## src/rtl/qa_wrapper_mc.sv

```systemverilog
// Multi-channel QA wrapper: per-channel circular FIFOs drained round-robin onto one tagged
// valid/ready stream, with in-band overflow error words. Define QA_OVF_COUNT_EN for per-channel drop counters.
module qa_wrapper_mc #(
  parameter int unsigned     WDTH             = 32,
  parameter int unsigned     LOG_N_CHAN       = 2,
  parameter int unsigned     LOG_DEPTH        = 4,
  parameter logic [WDTH-1:0] WRITE_ERROR_CODE = 32'hFFFF_FFF1,
  parameter int unsigned     OVF_CNT_W        = 16
) (
  input  logic                                  clk,
  input  logic                                  rst_n,
  input  logic [WDTH-1:0]                       in_data,
  input  logic [LOG_N_CHAN-1:0]                 in_chan,
  input  logic                                  in_nd,
  output logic [WDTH-1:0]                       out_data,
  output logic [LOG_N_CHAN-1:0]                 out_chan,
  output logic                                  out_nd,
  input  logic                                  out_ready,
  output logic [(2**LOG_N_CHAN)*OVF_CNT_W-1:0]  ovf_count
);

  localparam int unsigned        N_CHAN = 2**LOG_N_CHAN;
  localparam int unsigned        DEPTH  = 2**LOG_DEPTH;
  localparam logic [LOG_DEPTH:0] FULL   = {1'b1, {LOG_DEPTH{1'b0}}};

  logic [WDTH-1:0]       r_mem    [N_CHAN][DEPTH];
  logic [LOG_DEPTH-1:0]  r_wr_ptr [N_CHAN];
  logic [LOG_DEPTH-1:0]  r_rd_ptr [N_CHAN];
  logic [LOG_DEPTH:0]    r_count  [N_CHAN];
  logic [N_CHAN-1:0]     r_err_pend;
  logic [LOG_N_CHAN-1:0] r_rr_ptr;
  logic [WDTH-1:0]       r_out_data;
  logic [LOG_N_CHAN-1:0] r_out_chan;
  logic                  r_out_nd;

  logic                  w_slot_free;
  logic                  w_wr_full;
  logic                  w_win_found;
  logic                  w_win_err;
  logic                  w_grant;
  logic [LOG_N_CHAN-1:0] w_win_chan;
  logic [WDTH-1:0]       w_head;
  logic [N_CHAN-1:0]     w_push;
  logic [N_CHAN-1:0]     w_pop;
  logic [N_CHAN-1:0]     w_ovf;

  assign w_slot_free = ~r_out_nd | out_ready;
  assign w_wr_full   = (r_count[in_chan] == FULL);

  always_comb begin : arb
    logic [LOG_N_CHAN-1:0] v_idx;
    w_win_found = 1'b0;
    w_win_chan  = '0;
    v_idx       = '0;
    for (int unsigned i = 0; i < N_CHAN; i++) begin
      v_idx = r_rr_ptr + LOG_N_CHAN'(i);
      if (!w_win_found && (r_err_pend[v_idx] || (r_count[v_idx] != '0))) begin
        w_win_found = 1'b1;
        w_win_chan  = v_idx;
      end
    end
  end

  assign w_win_err = r_err_pend[w_win_chan];
  assign w_grant   = w_slot_free & w_win_found;
  assign w_head    = r_mem[w_win_chan][r_rd_ptr[w_win_chan]];

  always_comb begin
    w_push = '0;
    w_pop  = '0;
    w_ovf  = '0;
    for (int unsigned c = 0; c < N_CHAN; c++) begin
      w_push[c] = in_nd & ~w_wr_full & (in_chan == LOG_N_CHAN'(c));
      w_ovf[c]  = in_nd &  w_wr_full & (in_chan == LOG_N_CHAN'(c));
      w_pop[c]  = w_grant & ~w_win_err & (w_win_chan == LOG_N_CHAN'(c));
    end
  end

  always_ff @(posedge clk) begin
    if (in_nd && !w_wr_full) r_mem[in_chan][r_wr_ptr[in_chan]] <= in_data;
  end

  // A new overflow wins over clearing on error-word emission, so a second error word follows.
  always_ff @(posedge clk or negedge rst_n) begin
    if (!rst_n) begin
      for (int unsigned c = 0; c < N_CHAN; c++) begin
        r_wr_ptr[c] <= '0;
        r_rd_ptr[c] <= '0;
        r_count[c]  <= '0;
      end
      r_err_pend <= '0;
    end else begin
      for (int unsigned c = 0; c < N_CHAN; c++) begin
        if (w_push[c]) r_wr_ptr[c] <= r_wr_ptr[c] + LOG_DEPTH'(1);
        if (w_pop[c])  r_rd_ptr[c] <= r_rd_ptr[c] + LOG_DEPTH'(1);
        r_count[c] <= r_count[c] + (LOG_DEPTH+1)'(w_push[c]) - (LOG_DEPTH+1)'(w_pop[c]);
        if (w_ovf[c])
          r_err_pend[c] <= 1'b1;
        else if (w_grant && w_win_err && (w_win_chan == LOG_N_CHAN'(c)))
          r_err_pend[c] <= 1'b0;
      end
    end
  end

  always_ff @(posedge clk or negedge rst_n) begin
    if (!rst_n) begin
      r_out_data <= '0;
      r_out_chan <= '0;
      r_out_nd   <= 1'b0;
      r_rr_ptr   <= '0;
    end else if (w_grant) begin
      r_out_data <= w_win_err ? WRITE_ERROR_CODE : w_head;
      r_out_chan <= w_win_chan;
      r_out_nd   <= 1'b1;
      r_rr_ptr   <= w_win_chan + LOG_N_CHAN'(1);
    end else if (w_slot_free) begin
      r_out_nd <= 1'b0;
    end
  end

  assign out_data = r_out_data;
  assign out_chan = r_out_chan;
  assign out_nd   = r_out_nd;

`ifdef QA_OVF_COUNT_EN
  logic [OVF_CNT_W-1:0] r_ovf_cnt [N_CHAN];

  always_ff @(posedge clk or negedge rst_n) begin
    if (!rst_n) begin
      for (int unsigned c = 0; c < N_CHAN; c++) r_ovf_cnt[c] <= '0;
    end else begin
      for (int unsigned c = 0; c < N_CHAN; c++)
        if (w_ovf[c] && (r_ovf_cnt[c] != '1)) r_ovf_cnt[c] <= r_ovf_cnt[c] + OVF_CNT_W'(1);
    end
  end

  always_comb begin
    ovf_count = '0;
    for (int unsigned c = 0; c < N_CHAN; c++) ovf_count[c*OVF_CNT_W +: OVF_CNT_W] = r_ovf_cnt[c];
  end
`else
  assign ovf_count = '0;
`endif

endmodule

```

## config.mk

```make
export PLATFORM = sky130hd
export DESIGN_NAME = qa_wrapper_mc
export DESIGN_NICKNAME = d
export VERILOG_FILES = /design/src/rtl/qa_wrapper_mc.sv
export SDC_FILE = /design/constraint.sdc
export NUM_CORES = 2
export LEC_CHECK = 0
export BUFFER_PORTS_ARGS = -buffer_cell sky130_fd_sc_hd__buf_2
export CELL_PAD_IN_SITES_DETAIL_PLACEMENT = 0
export CELL_PAD_IN_SITES_GLOBAL_PLACEMENT = 1
export CORE_ASPECT_RATIO = 0.5
export CORE_MARGIN = 2
export CORE_UTILIZATION = 45
export DETAILED_ROUTE_END_ITERATION = 8
export PLACE_DENSITY_LB_ADDON = 0.1
export SYNTH_ARGS = -nofsm -noshare
export SYNTH_HDL_FRONTEND = slang
export SYNTH_SLANG_ARGS = --single-unit
```

## constraint.sdc

```tcl
create_clock -name clk -period 6.1 [get_ports clk]
set_clock_uncertainty 0.2 [all_clocks]
set_input_delay 1.22 -clock clk [delete_from_list [all_inputs] [get_ports clk]]
set_output_delay 1.22 -clock clk [all_outputs]
set_load 0.03 [all_outputs]
```

==> flow_metrics.tcl <==
set metrics [dict create \
    cellPowerDensity_nw_per_um2 528 \
    synth_warnings 0 \
    vias 52000 \
    drcViolationCount 0 \
    clock-sinks 2141 \
    syn_avg_cell_area_um2 14.3 \
    nets 6144 \
    tritoncts "done" \
    start_util_pct 45.4 \
    synth_area_leaders "edfxtp_1, nand2_1, mux2i_1" \
    grt_pass1_vias 50100 \
    vdd_ir_drop_max_mv 0.641 \
    power_switching_share_pct 41.2 \
    insertion_delay_ns 0.85 \
    yosys.area.top_type_share_pct 72.5 \
    synth.yosys.seq_area_share_pct 75.2 \
    clkPwrFrac_pct 24.0 \
    hold_path.class "primary input to asynchronous set/reset pin" \
    viasPerCell 5.96 \
    place.gp.congestion 0.838 \
    critical_path_required_ns 6.57 \
    dpl.hpwl_um 150000 \
    cp_max_fo 54 \
    synthArstFlopShare_pct 4.34 \
    drive_gt1_share_pct 11.5 \
    relSlewSlack_pct 14.2 \
    fin_crit_sh_pct 91.9 \
    wl_um 266000 \
    ctsHtreeMaxLevel 4 \
    die_area_um2 192000 \
    cap_viol_max_count 0 \
    path_class "register to register" \
    post-cts-setup-buffers 0 \
    cts-root-buf "clkbuf_16" \
    synth-edff-count 2048 \
    rsz0062_at_grt "false" \
    path_clk_slew_ns 0.07 \
    p_leak_uw 0.0326 \
    critPathCaptureType "register" \
    cp-start-kind "register" \
    fin_cells 8723 \
    finalSetupTns_ns 0 \
    die_x_um 618 \
    status "finished clean" \
    drtPass1Iterations 6 \
    rows 112 \
    first_iter_violations 6629 \
    power.switching_uw 20800 \
    holdBufCountCts 0 \
    synth_common_cells "edfxtp_1, nand2_1, mux2i_1, nand3_1, a21oi_1" \
    place_inst 8378 \
    syn_inst 5915 \
    fp.coreArea_um2 187000 \
    synth_cell_types 82 \
    antenna_found_initial 14 \
    p_comb_share_pct 41.8 \
    io_pins 137 \
    setup_viol 0 \
    cts_inserted_buffers 198 \
    die_height_um 311 \
    dominantRegCellSynth "edfxtp_1" \
    p_total_uw 50500 \
    synth.largest_area_cell "edfxtp_1" \
    clock_path_buffers 4 \
    drv_slew 0 \
    grt_overflow 0 \
    p_int_uw 29700 \
    hold_viol 0 \
    ys_ff_latch 2141 \
    fin_crit_ns 5.60 \
    arrival_ns 6.07 \
    routedWlPerCell_um 30.6 \
    worstMarginPinSlew_ns 1.29 \
    worstRegToRegCells 12 \
    r2r_setup_slack_ns 0.50 \
    grt.total_usage_pct 27.4 \
    grt_pass1_wl_um 376000 \
    yosysMostFrequentCell "edfxtp_1" \
    seqPwrFrac_pct 34.2 \
    postRouteAntennaNets 0 \
    fmax_mhz 178 \
    grt_max_degree 97 \
    netlist_area_um2 84900 \
    syn2layout_area_growth_pct 12.8 \
    post_cts_resized 0 \
    io_buffers 72 \
]
==> power groups by stage <==
stage          clock [uW]  sequential (uW)  combinational [uW]
2_1_floorplan           0            17400               12400
3_3_place_gp            0            17600               20700
3_5_place_dp            0            17600               20900
4_1_cts             12300            17200               21000
5_1_grt             12900            17300               22500
6_report            12100            17300               21100
==> layer usage <==
layer  share of wire (%)  global-route usage (%)  wire length (um)
met1                  45                    41.2            119000
met4                 2.1                    6.27              5720
met3                 8.3                    4.84             22200
met5              0.0049                       0                13
met2                  45                    41.7            120000
==> through the flow <==
| step | hold WS (ns) | setup WS [ns] | utilization, % | cell area [um^2] |
|---|---|---|---|---|
| final | 0.236 | 0.496 | 51.2 | 95700 |
| after global routing | 0.232 | 0.221 | 51.2 | 95700 |
| after CTS | 0.205 | 0.488 | 51.2 | 95700 |
| after detailed placement | 0.262 | 0.526 | 47.9 | 89600 |
| after global placement | 0.271 | 0.580 | 47.9 | 89600 |
| after floorplan | 0.238 | 1.26 | - | 85100 |
==> logic make-up (layout without fill, tap and decap cells) <==
| logic type | Yosys count | in the layout | synth area share, % |
|---|---|---|---|
| muxes | 358 | 358 | 4.29 |
| adders and majority gates | 36 | 36 | 0.566 |
| and+or+nand+nor | 2111 | 2111 | 10.8 |
| AOI/OAI and AO/OA | 766 | 766 | 6.08 |
| DFF | 2141 | 2141 | 75.2 |
| buffers and inverters | 465 | 696 | 2.70 |
| other | 1 | 70 | 0.00442 |
| xor gates and xnor gates | 37 | 37 | 0.382 |
==> final timing paths <==
check	start	endpoint
worst max-delay path	r_count[6]	out_data[8]
worst min-delay path	rst_n	r_count[3]
worst max register to register	r_count[6]	out_data[8]
worst min register to register	r_rd_ptr[7]	r_rd_ptr[7]
max in group asynchronous	rst_n	r_rd_ptr[5]
min in group clk	r_rd_ptr[7]	r_rd_ptr[7]
==> placed cells by master (no fill, tap or decap), types with 71 or more instances in the layout <==
cell and instances:
a211oi_1 71, buf_2 71, nor2_1 109, dfrtp_1 93, buf_4 184, edfxtp_1 2048, a21oi_1 260, clkbuf_16 201
o22ai_1 96, mux2i_1 346, nand4_1 73, nand3_1 288, and3_1 72, nand2_1 1325, a31oi_1 93, nor4_1 89
==> critical path, cell delays in order (launching register included) <==
cell	delay, ns
dfrtp_1	0.42
nor4_4	0.44
a21oi_1	0.22
a311o_2	0.53
a21oi_1	0.60
o22a_4	0.79
buf_12	0.29
buf_4	0.39
mux2i_1	0.23
o22ai_1	0.10
nor4_1	0.60
o2bb2ai_1	0.39
a211oi_1	0.10
==> state kept, by name, summed over array words and instances (netlist names), 2 cells and up <==
register	count
r_err_pend	4
out_data	32
r_mem	2048
r_rr_ptr	2
r_wr_ptr	16
r_rd_ptr	16
r_count	20
out_chan	2
==> final cells by class <==
| class | instances | area (um^2) |
|---|---|---|
| Clock inverter | 74 | 686 |
| Sequential cell | 2141 | 63800 |
| Clock buffer | 265 | 5410 |
| Inverter | 46 | 174 |
| Fill cell | 15700 | 91200 |
| Antenna cell | 6 | 15.0 |
| Timing Repair Buffer | 311 | 2860 |
| Multi-Input combinational cell | 3372 | 19600 |
| Tap cell | 2508 | 3140 |
Note: power is estimated with default switching activity, not from simulation.
